### src/rtl/bus_share_arbiter_if.sv
// Requester-side and DUT-side signals of the shared register-port arbiter.
// The master modport is the arbiter's view; slave is the environment's view.
interface bus_share_arbiter_if #(
  parameter int NUM_REQ = 4,
  parameter int ADDR_W  = 8,
  parameter int DATA_W  = 32
);
  localparam int GID_W = $clog2(NUM_REQ);

  logic [NUM_REQ-1:0]        req_valid;
  logic [NUM_REQ-1:0]        req_wr_n;
  logic [NUM_REQ*ADDR_W-1:0] req_addr;
  logic [NUM_REQ*DATA_W-1:0] req_wdata;
  logic [NUM_REQ-1:0]        req_ready;
  logic [DATA_W-1:0]         req_rdata;
  logic                      req_err;
  logic [GID_W-1:0]          grant_id;
  logic                      valid_o;
  logic                      wr_n_o;
  logic [ADDR_W-1:0]         addr_o;
  logic [DATA_W-1:0]         data_o;
  logic                      ready_i;
  logic [DATA_W-1:0]         data_i;

  modport master (
    input  req_valid, req_wr_n, req_addr, req_wdata, ready_i, data_i,
    output req_ready, req_rdata, req_err, grant_id, valid_o, wr_n_o, addr_o, data_o
  );

  modport slave (
    output req_valid, req_wr_n, req_addr, req_wdata, ready_i, data_i,
    input  req_ready, req_rdata, req_err, grant_id, valid_o, wr_n_o, addr_o, data_o
  );
endinterface

### src/rtl/bus_share_arbiter.sv
// Round-robin arbiter sharing one DUT register port between NUM_REQ requesters,
// with a bounded wait on the DUT handshake that ends in an error completion.
module bus_share_arbiter #(
  parameter int NUM_REQ  = 4,
  parameter int ADDR_W   = 8,
  parameter int DATA_W   = 32,
  parameter int MAX_WAIT = 15
) (
  input logic                 clk,
  input logic                 reset,
  bus_share_arbiter_if.master bus
);
  localparam int GID_W  = $clog2(NUM_REQ);
  localparam int WAIT_W = 8;
  localparam logic [WAIT_W-1:0] WAIT_LAST = WAIT_W'(MAX_WAIT - 1);

  typedef enum logic [1:0] {
    S_IDLE  = 2'd0,
    S_ISSUE = 2'd1,
    S_RESP  = 2'd2
  } state_e;

  state_e             state_q;
  logic [GID_W-1:0]   last_grant_q;
  logic [GID_W-1:0]   grant_q;
  logic [WAIT_W-1:0]  wait_q;
  logic               valid_q;
  logic               wr_n_q;
  logic               err_q;
  logic [ADDR_W-1:0]  addr_q;
  logic [DATA_W-1:0]  data_q;
  logic [DATA_W-1:0]  rdata_q;
  logic [NUM_REQ-1:0] ready_q;

  logic [GID_W-1:0]   grant_d;
  logic [GID_W-1:0]   cand;
  logic               pick_vld;

  function automatic logic [NUM_REQ-1:0] onehot(input logic [GID_W-1:0] idx);
    logic [NUM_REQ-1:0] v;
    v      = '0;
    v[idx] = 1'b1;
    return v;
  endfunction

  // Round-robin pick: first pending requester above the last one served, wrapping.
  always_comb begin
    pick_vld = 1'b0;
    grant_d  = '0;
    cand     = '0;
    for (int off = 1; off <= NUM_REQ; off++) begin
      cand = GID_W'((int'(last_grant_q) + off) % NUM_REQ);
      if (!pick_vld && bus.req_valid[cand]) begin
        pick_vld = 1'b1;
        grant_d  = cand;
      end else begin
        pick_vld = pick_vld;
      end
    end
  end

  // Transaction sequencer: arbitrate, drive the DUT handshake, report completion.
  always_ff @(posedge clk) begin
    if (reset) begin
      state_q      <= S_IDLE;
      last_grant_q <= GID_W'(NUM_REQ - 1);
      grant_q      <= '0;
      wait_q       <= '0;
      valid_q      <= 1'b0;
      wr_n_q       <= 1'b1;
      err_q        <= 1'b0;
      addr_q       <= '0;
      data_q       <= '0;
      rdata_q      <= '0;
      ready_q      <= '0;
    end else begin
      case (state_q)
        S_IDLE: begin
          if (pick_vld) begin
            grant_q <= grant_d;
            wr_n_q  <= bus.req_wr_n[grant_d];
            addr_q  <= bus.req_addr[int'(grant_d)*ADDR_W +: ADDR_W];
            data_q  <= bus.req_wdata[int'(grant_d)*DATA_W +: DATA_W];
            valid_q <= 1'b1;
            wait_q  <= '0;
            state_q <= S_ISSUE;
          end else begin
            state_q <= S_IDLE;
          end
        end
        S_ISSUE: begin
          if (bus.ready_i) begin
            valid_q      <= 1'b0;
            rdata_q      <= wr_n_q ? bus.data_i : rdata_q;
            err_q        <= 1'b0;
            ready_q      <= onehot(grant_q);
            last_grant_q <= grant_q;
            state_q      <= S_RESP;
          end else if (wait_q == WAIT_LAST) begin
            // DUT never answered: complete with an error so the requester is not stuck.
            valid_q      <= 1'b0;
            err_q        <= 1'b1;
            ready_q      <= onehot(grant_q);
            last_grant_q <= grant_q;
            state_q      <= S_RESP;
          end else begin
            wait_q <= wait_q + 8'd1;
          end
        end
        S_RESP: begin
          ready_q <= '0;
          err_q   <= 1'b0;
          state_q <= S_IDLE;
        end
        default: begin
          valid_q <= 1'b0;
          ready_q <= '0;
          state_q <= S_IDLE;
        end
      endcase
    end
  end

  assign bus.valid_o   = valid_q;
  assign bus.wr_n_o    = wr_n_q;
  assign bus.addr_o    = addr_q;
  assign bus.data_o    = data_q;
  assign bus.req_ready = ready_q;
  assign bus.req_rdata = rdata_q;
  assign bus.req_err   = err_q;
  assign bus.grant_id  = grant_q;
endmodule
### src/flat_wrapper.sv
// flat-port wrapper written by rule: the top's interface ports become plain ports
module bus_share_arbiter_flat 
#(
  parameter int NUM_REQ  = 4,
  parameter int ADDR_W   = 8,
  parameter int DATA_W   = 32,
  parameter int MAX_WAIT = 15
)
  (clk, reset, bus_req_valid, bus_req_wr_n, bus_req_addr, bus_req_wdata, bus_ready_i, bus_data_i, bus_req_ready, bus_req_rdata, bus_req_err, bus_grant_id, bus_valid_o, bus_wr_n_o, bus_addr_o, bus_data_o);
  bus_share_arbiter_if #(.NUM_REQ(NUM_REQ), .ADDR_W(ADDR_W), .DATA_W(DATA_W)) bus_i ();
  input logic clk;
  input logic reset;
  input wire logic [$bits(bus_i.req_valid)-1:0] bus_req_valid;
  input wire logic [$bits(bus_i.req_wr_n)-1:0] bus_req_wr_n;
  input wire logic [$bits(bus_i.req_addr)-1:0] bus_req_addr;
  input wire logic [$bits(bus_i.req_wdata)-1:0] bus_req_wdata;
  input wire logic [$bits(bus_i.ready_i)-1:0] bus_ready_i;
  input wire logic [$bits(bus_i.data_i)-1:0] bus_data_i;
  output wire logic [$bits(bus_i.req_ready)-1:0] bus_req_ready;
  output wire logic [$bits(bus_i.req_rdata)-1:0] bus_req_rdata;
  output wire logic [$bits(bus_i.req_err)-1:0] bus_req_err;
  output wire logic [$bits(bus_i.grant_id)-1:0] bus_grant_id;
  output wire logic [$bits(bus_i.valid_o)-1:0] bus_valid_o;
  output wire logic [$bits(bus_i.wr_n_o)-1:0] bus_wr_n_o;
  output wire logic [$bits(bus_i.addr_o)-1:0] bus_addr_o;
  output wire logic [$bits(bus_i.data_o)-1:0] bus_data_o;
  assign bus_i.req_valid = bus_req_valid;
  assign bus_i.req_wr_n = bus_req_wr_n;
  assign bus_i.req_addr = bus_req_addr;
  assign bus_i.req_wdata = bus_req_wdata;
  assign bus_i.ready_i = bus_ready_i;
  assign bus_i.data_i = bus_data_i;
  assign bus_req_ready = bus_i.req_ready;
  assign bus_req_rdata = bus_i.req_rdata;
  assign bus_req_err = bus_i.req_err;
  assign bus_grant_id = bus_i.grant_id;
  assign bus_valid_o = bus_i.valid_o;
  assign bus_wr_n_o = bus_i.wr_n_o;
  assign bus_addr_o = bus_i.addr_o;
  assign bus_data_o = bus_i.data_o;
  bus_share_arbiter #(.NUM_REQ(NUM_REQ), .ADDR_W(ADDR_W), .DATA_W(DATA_W), .MAX_WAIT(MAX_WAIT)) u_core (.clk(clk), .reset(reset), .bus(bus_i));
endmodule
### config.mk
export PLATFORM = sky130hd
export DESIGN_NAME = bus_share_arbiter_flat
export DESIGN_NICKNAME = d
export VERILOG_FILES = /design/src/rtl/bus_share_arbiter_if.sv /design/src/rtl/bus_share_arbiter.sv /design/src/flat_wrapper.sv
export SDC_FILE = /design/constraint.sdc
export NUM_CORES = 1
export LEC_CHECK = 0
export CAP_MARGIN = 20
export CORE_UTILIZATION = 38
export DETAILED_ROUTE_END_ITERATION = 8
export GPL_ROUTABILITY_DRIVEN = 0
export HOLD_SLACK_MARGIN = 0.08
export PLACE_DENSITY = 0.81
export SLEW_MARGIN = 20
export SYNTH_ARGS = -nofsm -noshare
export SYNTH_HDL_FRONTEND = slang
export SYNTH_SLANG_ARGS = --single-unit
### constraint.sdc
create_clock -name clk -period 5.16 [get_ports clk]
set_input_delay 0.516 -clock clk [delete_from_list [all_inputs] [get_ports clk]]
set_output_delay 0.516 -clock clk [all_outputs]
set_load 0.01 [all_outputs]
**Yosys cells after proc, flatten, opt, wreduce, memory -nomap -nowiden**

Index checks and enable logic that the tools add are counted.

- Reductions and logical operators: 18
- Multiply operators: 0
- $add $sub $neg: 5
- Divide/modulo/power cells: 0
- Shift-type cells: 2
- Order comparisons: 7
- Bitwise gates (word level): 2
- Equal/unequal tests: 7
- Muxes and demuxes: 40

Operators with widths:

| operator | count |
|---|---|
| indexed part select 128 x 8 -> 32 bit | 1 |
| indexed part select 32 x 6 -> 8 bit | 1 |
| two-way mux 8 bit | 3 |
| less-than comparator 2 x 3 -> 1 bit (second input constant) | 6 |
| two-way mux 1 bit | 16 |
| two-way mux 2 bit | 8 |
| case mux 8 bit (2 select lines) | 1 |
| binary-select mux 1 bit (select 2 bit) | 5 |
| adder 8 x 1 -> 8 bit (second input constant) | 1 |
| equality test 8 x 4 -> 1 bit (second input constant) | 1 |
| two-way mux 4 bit | 2 |
| case mux 4 bit (2 select lines) | 1 |
| AND reduction 2 bit | 4 |
| AND reduction 3 bit | 2 |
| nonzero test 2 bit | 3 |
| adder 2 x 1 -> 2 bit (second input constant) | 2 |
| adder 2 bit (second input constant) | 2 |
| logical AND 1 bit | 4 |
| inequality test 2 bit (second input constant) | 2 |
| case mux 2 bit (2 select lines) | 1 |
| AND reduction 4 bit | 1 |
| logical NOT 1 bit | 3 |
| inequality test 3 x 2 -> 1 bit (second input constant) | 1 |
| case mux 1 bit (3 select lines) | 1 |
| 8 further kinds | 9 |

- Bits in latches: 0
- Register bits: 93
- RAM bits: 0
- Output and inout bits: 81
- ROM bits: 0
- Bits of input ports: 203
- Memories: 0

**Depth between registers and ports, before layout**

- Depth in word-level cells: 15
- Depth in mapped cells: 8
- Depth with buffers taken out: 7

**Worst setup path after synthesis**

No wires, ideal clock.

- Path type: flip-flop to flip-flop
- Start point: reg u_core.state_q[0]
- End point: reg u_core.addr_q[2] (netlist: u_core.bus.addr_o[2])
- Data arrival time: 1.653 ns
- Stages on the path, launching flop included: 8
- Library setup time: 0.083 ns
- Slack: 3.425 ns
- Period minus slack after synthesis: 1.735 ns
- Cell sequence: dfxtp_1 inv_1 ha_1 buf_1 o221ai_1 a2111oi_0 a31oi_1 o221ai_1

- Cells in the longest elaborated chain, start to end: 2

RTL lines:

| what | RTL line | source |
|---|---|---|
| start, declared | bus_share_arbiter.sv:23 | `state_e state_q;` |
| start signal, assigned | bus_share_arbiter.sv:65 | `state_q <= S_IDLE;` |
| start signal, assigned | bus_share_arbiter.sv:86 | `state_q <= S_ISSUE;` |
| start signal, assigned | bus_share_arbiter.sv:88 | `state_q <= S_IDLE;` |
| logical NOT 2 bit | bus_share_arbiter.sv:77 | `case (state_q)` |
| AND reduction 2 bit (no source line) | - |  |
| end signal, assigned | bus_share_arbiter.sv:82 | `addr_q <= bus.req_addr[int'(grant_d)*ADDR_W +: ADDR_W];` |
| end, declared | bus_share_arbiter.sv:30 | `logic [ADDR_W-1:0] addr_q;` |

Every way passes these cells.
A chain may end at the register's enable or synchronous reset.

**Worst setup path in the final report**

- Start point: in bus_req_valid[3]
- End point: reg u_core.addr_q[0] (netlist: u_core.bus.addr_o[0])

- Cells in the longest elaborated chain, start to end: 13
- Elaborated cells on any way between the ends: 24
- Classes of those cells: shift (1); mux (16); reduce/logical (7)

RTL lines:

| what | RTL line | source |
|---|---|---|
| start, declared | flat_wrapper.sv:13 | `input wire logic [$bits(bus_i.req_valid)-1:0] bus_req_valid;` |
| binary-select mux 1 bit (select 2 bit) | bus_share_arbiter.sv:53 | `if (!pick_vld && bus.req_valid[cand]) begin` |
| two-way mux 1 bit (implied by the code) | bus_share_arbiter.sv:53 |  |
| two-way mux 1 bit | bus_share_arbiter.sv:53 |  |
| logical NOT 1 bit | bus_share_arbiter.sv:53 |  |
| logical AND 1 bit | bus_share_arbiter.sv:53 |  |
| two-way mux 1 bit | bus_share_arbiter.sv:53 |  |
| logical NOT 1 bit | bus_share_arbiter.sv:53 |  |
| logical AND 1 bit | bus_share_arbiter.sv:53 |  |
| two-way mux 1 bit | bus_share_arbiter.sv:53 |  |
| logical NOT 1 bit | bus_share_arbiter.sv:53 |  |
| logical AND 1 bit | bus_share_arbiter.sv:53 |  |
| two-way mux 2 bit / two-way mux 1 bit (equally long branches) | bus_share_arbiter.sv:53 |  |
| indexed part select 32 x 6 -> 8 bit / AND reduction 2 bit (equally long branches) | - |  |

Parallel ways exist; a longest one is shown, timed or not. The select of a mux whose other input is x is not followed.

==> impl_summary.txt <==
----------------------------------------------------
[Routing]
  Remaining antenna violation count ... 0
  Total vias in the final route ... between 5000 and 6000
  Routed wire length ... around 16000 um
  WL per Instance ... 16.7 um
  Count of routing violations after the opening detailed-route iteration ... 265
  Router iterations before antenna repair ... 4
  DR vias/cell ... 5.34
  Remaining routing DRC violations ... 0

[STA]
  Final Critical Period ... approximately 3 ns
  Final Skew ... 0.00931 ns
  Count of final hold-check violations ... 0
  Least setup slack across all paths after layout ... 2.24 ns
  Fmax ... 342 MHz
  Crit share post-route ... 56.7%
  Setup TNS ... 0 ns
  Unrepaired setup endpoints after global routing ... false
  Least-Margin Pin Slew ... ~1.0 ns
  Slew Viols, Final ... 0
  Setup-failing EPs final ... 0
  Max transition margin ... 33.1%

[Run]
  Max Cap Violations ... 0

[Worst setup path]
  Worst R2R Start ... u_core.last_grant_q[1]$_SDFFE_PP1P_
  Data required time of the worst path ... approximately 5.4 ns
  Family with the most delay on the worst path ... simple AND/OR/NAND/NOR gates
  Worst R2R Setup Slack ... 2.54 ns
  Critical path launch point type ... input pin
  Critical path data arrival time ... 3.17 ns
  Peak per-stage delay on the critical path ... 0.68 ns
  Cell type of the slowest stage on the worst timing path ... nand2_1
  Number of cells on the critical path ... 6
  Sort of element at the end of the critical path ... flip-flop
  Register-to-Register Path Depth ... 5
  R2R Path End ... u_core.bus.addr_o[0]$_SDFFE_PP0P_
  Peak fanout along the critical path ... 36
  Crit path buf inv count ... 1
  Critical path class ... in2reg
  CP Cell Sequence ... clkdlybuf4s50_1 -> a21boi_1 -> o21ba_2 -> nor2_8 -> nand2_1 -> o221ai_1

[Global route]
  Global-route wire length before repair ... 25500 um
  Total overflow reported by the global router ... 0
  Vias in the first global route ... 5323
  Global routing met1 resource utilization ... between 20% and 30%
  Initial antenna violation count ... 0
  GR Util met2 ... 44.4%
  Routing layer with the top usage in global route ... met2
  Met3 capacity usage during global routing ... 6.83%
  Total GRT Usage ... 24.8%
  Largest net degree at the start of global routing ... 46

[Clocking]
  Number of CTS-inserted buffers ... 9
  Number of hold buffers added after CTS ... 0
  Depth of the CTS H-tree ... 3
  Buffer depth of the longest clock path ... 2
  Clock tree from TritonCTS ... yes
  Count of clock tree sinks ... 93
  Total setup buffers inserted after CTS ... 0
  Root Buffer ... clkbuf_16
  Number of gates resized after CTS ... 0
  Clock-pin slew of the registers on the worst-case setup and hold paths ... ~0.070 ns
  Source-to-sink clock delay at the later pin of the worst-skew pair ... 0.34 ns

[Finish]
  Cell area after layout ... a little under 0.008 mm^2
  Post-route non-filler standard cell count ... roughly 970
  Most frequent cells in the layout ... clkdlybuf4s50_1 (282), dfxtp_1 (93), nand2_1 (79), mux2i_1 (67), a21oi_1 (45)
  Most frequent standard cell in the layout excluding fill and tap cells ... clkdlybuf4s50_1
  Synthesis-to-layout area growth ... 65.7%
  Total inserted antenna cells ... 0
  Share of layout cells above drive strength 1 ... 5.38%
  Layout net count ... ~1000

[Worst hold path]
  Worst min-delay path category ... reg2reg
  Worst hold stages ... 2
  WHS Endpoint ... u_core.bus.req_ready[3]$_SDFFE_PP0P_
  Min-Delay Startpoint ... u_core.bus.req_ready[3]$_SDFFE_PP0P_

[Pwr]
  Part of the total power dissipated in sequential elements ... between 30% and 40%
  Int Power ... 0.00160 W
  Clock power share ... 28.9%
  Maximum VDD drop ... 0.181 mV
  Share of total power consumed by net switching ... a little under a third
  Switching power ... 0.000704 W
  Standby leakage power ... 2.85 nW
  Combinational share of power ... 33.7%
  Power density relative to cell area ... 290 mW/mm^2

[Die]
  Die area ... 0.0131 mm^2
  Starting utilization of the core area ... 39.5%
  Width of the chip ... 114 um
  Num rows ... 40
  Vertical die dimension ... 114 um
  Area inside the core boundary ... approximately 0.012 mm^2
  IO Count ... 284

[Place]
  Worst slack at placement ... 1.88 ns
  Port Buffers ... between 200 and 300
  Placed cells ... roughly 950
  Detailed placement HPWL ... 12400 um
  Placement-stage cell area ... 0.00765 mm^2

[Yosys]
  Synthesized area per cell ... 8.93 um^2
  #FFs+latches synth ... 93
  Syn Nets ... 747
  Xor and xnor fraction of the mapped netlist area ... 1.09%
  Count of cell types in the netlist ... 49
  Mapped Area ... between 0.004 and 0.005 mm^2
  Compound-cell area share of the yosys netlist ... 24.4%
  Ys Warns ... 0
  Share of synthesized cell area in full adder, half adder and majority cells ... 1.56%
  Portion of netlist area occupied by mux cells ... 14.0%
  Combinational family with the most area after synthesis ... compound AO/OA/AOI/OAI gates
  Area fraction in and, or, nand and nor cells after synthesis ... between 10 and 15%
  Post-Synthesis Cells ... 538
  Sequential fraction of the synthesis area ... 38.8%

[Status]
  Result of the run ... finished clean

----------------------------------------------------
[cell type report]
cell class / instances / area (um^2)
Tap cell: 168 / 210
Multi-Input combinational cell: 395 / 2690
Clock buffer: 10 / 229
Clock inverter: 6 / 70.1
Sequential cell: 93 / 1860
Fill cell: 1019 / 4200
Timing Repair Buffer: 288 / 2870
Inverter: 8 / 30.0
[synth_stat cells (all sizes together)]
library cell  count  area [um^2]
o21ai            24          131
clkinv            1         3.75
nand4b            2         17.5
o22ai             1         12.5
nand3b            2         15.0
and3              4         25.0
ha                6         75.1
nor3              2         10.0
inv               7         26.3
xor2              5         43.8
buf              18          134
and2              2         12.5
a211oi           29          263
nand3            32          160
a21o              2         15.0
a21bo             1         10.0
nand4             2         12.5
a31oi             3         18.8
a21oi            45          225
xnor2             1         8.76
nor2b             2         12.5
o2111ai           2         17.5
o211ai            5         37.5
nor4              2         27.5
nand2b            3         18.8
a2111oi           2         17.5
nor2             18          103
o221ai           28          245
nand2            80          303
a211o             2         17.5
o21ba             1         10.0
mux2i            67          671
o21a              2         15.0
dfxtp            93         1860
o21bai            1         7.51
a21boi           17          128
clkbuf           24         90.1
[worst max path at each step]
stage,start,to,slack (ns)
2_1_floorplan,u_core.state_q[0]$_SDFFE_PP0P_,u_core.bus.addr_o[2]$_SDFFE_PP0P_,3.42
3_3_place_gp,bus_req_valid[3],u_core.bus.data_o[20]$_SDFFE_PP0P_,2.00
3_5_place_dp,bus_req_valid[3],u_core.bus.data_o[12]$_SDFFE_PP0P_,1.88
4_1_cts,bus_req_valid[3],u_core.bus.addr_o[0]$_SDFFE_PP0P_,2.27
5_1_grt,bus_req_valid[3],u_core.bus.data_o[9]$_SDFFE_PP0P_,2.03
6_report,bus_req_valid[3],u_core.bus.addr_o[0]$_SDFFE_PP0P_,2.24
[stage by stage]
step | power, W | utilization (%) | hold WS [ns]
floorplan | 0.00126 | - | 0.460
global placement | 0.00163 | 62.9 | 0.441
detailed placement | 0.00165 | 62.9 | 0.449
CTS | 0.00233 | 65.4 | 0.458
global route | 0.00243 | 65.4 | 0.475
finish | 0.00231 | 65.4 | 0.454
[flip-flops by register name, summed over array words and instances, names as in the netlist]
register / count
u_core.last_grant_q: 2
u_core.bus.valid_o: 1
u_core.bus.req_err: 1
u_core.bus.req_rdata: 32
u_core.wait_q: 8
u_core.bus.addr_o: 8
u_core.bus.data_o: 32
u_core.bus.req_ready: 4
u_core.bus.wr_n_o: 1
u_core.bus.grant_id: 2
u_core.state_q: 2
[routing by layer]
metal	wire length, um	vias up
li1	-	2498
met1	6370	2428
met2	8250	211
met3	1190	28
met4	358	2
met5	7	-
[logic make-up after synthesis]
kind of cell | after synthesis
AO/OA/AOI/OAI | 165
XOR/XNOR | 6
adder cells (fa/ha/maj) | 6
buffers and inverters | 50
flip-flops | 93
multiplexers | 67
AND/OR/NAND/NOR | 151
[power groups by stage]
stage               registers (W)  logic (W)  clock network [W]
floorplan                0.000904   0.000357                  0
global placement         0.000872   0.000762                  0
detailed placement       0.000875   0.000777                  0
CTS                      0.000861   0.000779           0.000687
global route             0.000872   0.000837           0.000720
finish                   0.000862   0.000777           0.000668
[worst reg2reg max path: stages (launching register included)]
cell and delay (ns):
dfxtp_1 0.48, mux2i_1 0.31, o21ai_2 0.15, nor2_8 0.51, nand2_1 0.68, o221ai_1 0.41
No activity file was read; power rests on OpenSTA's default activity.
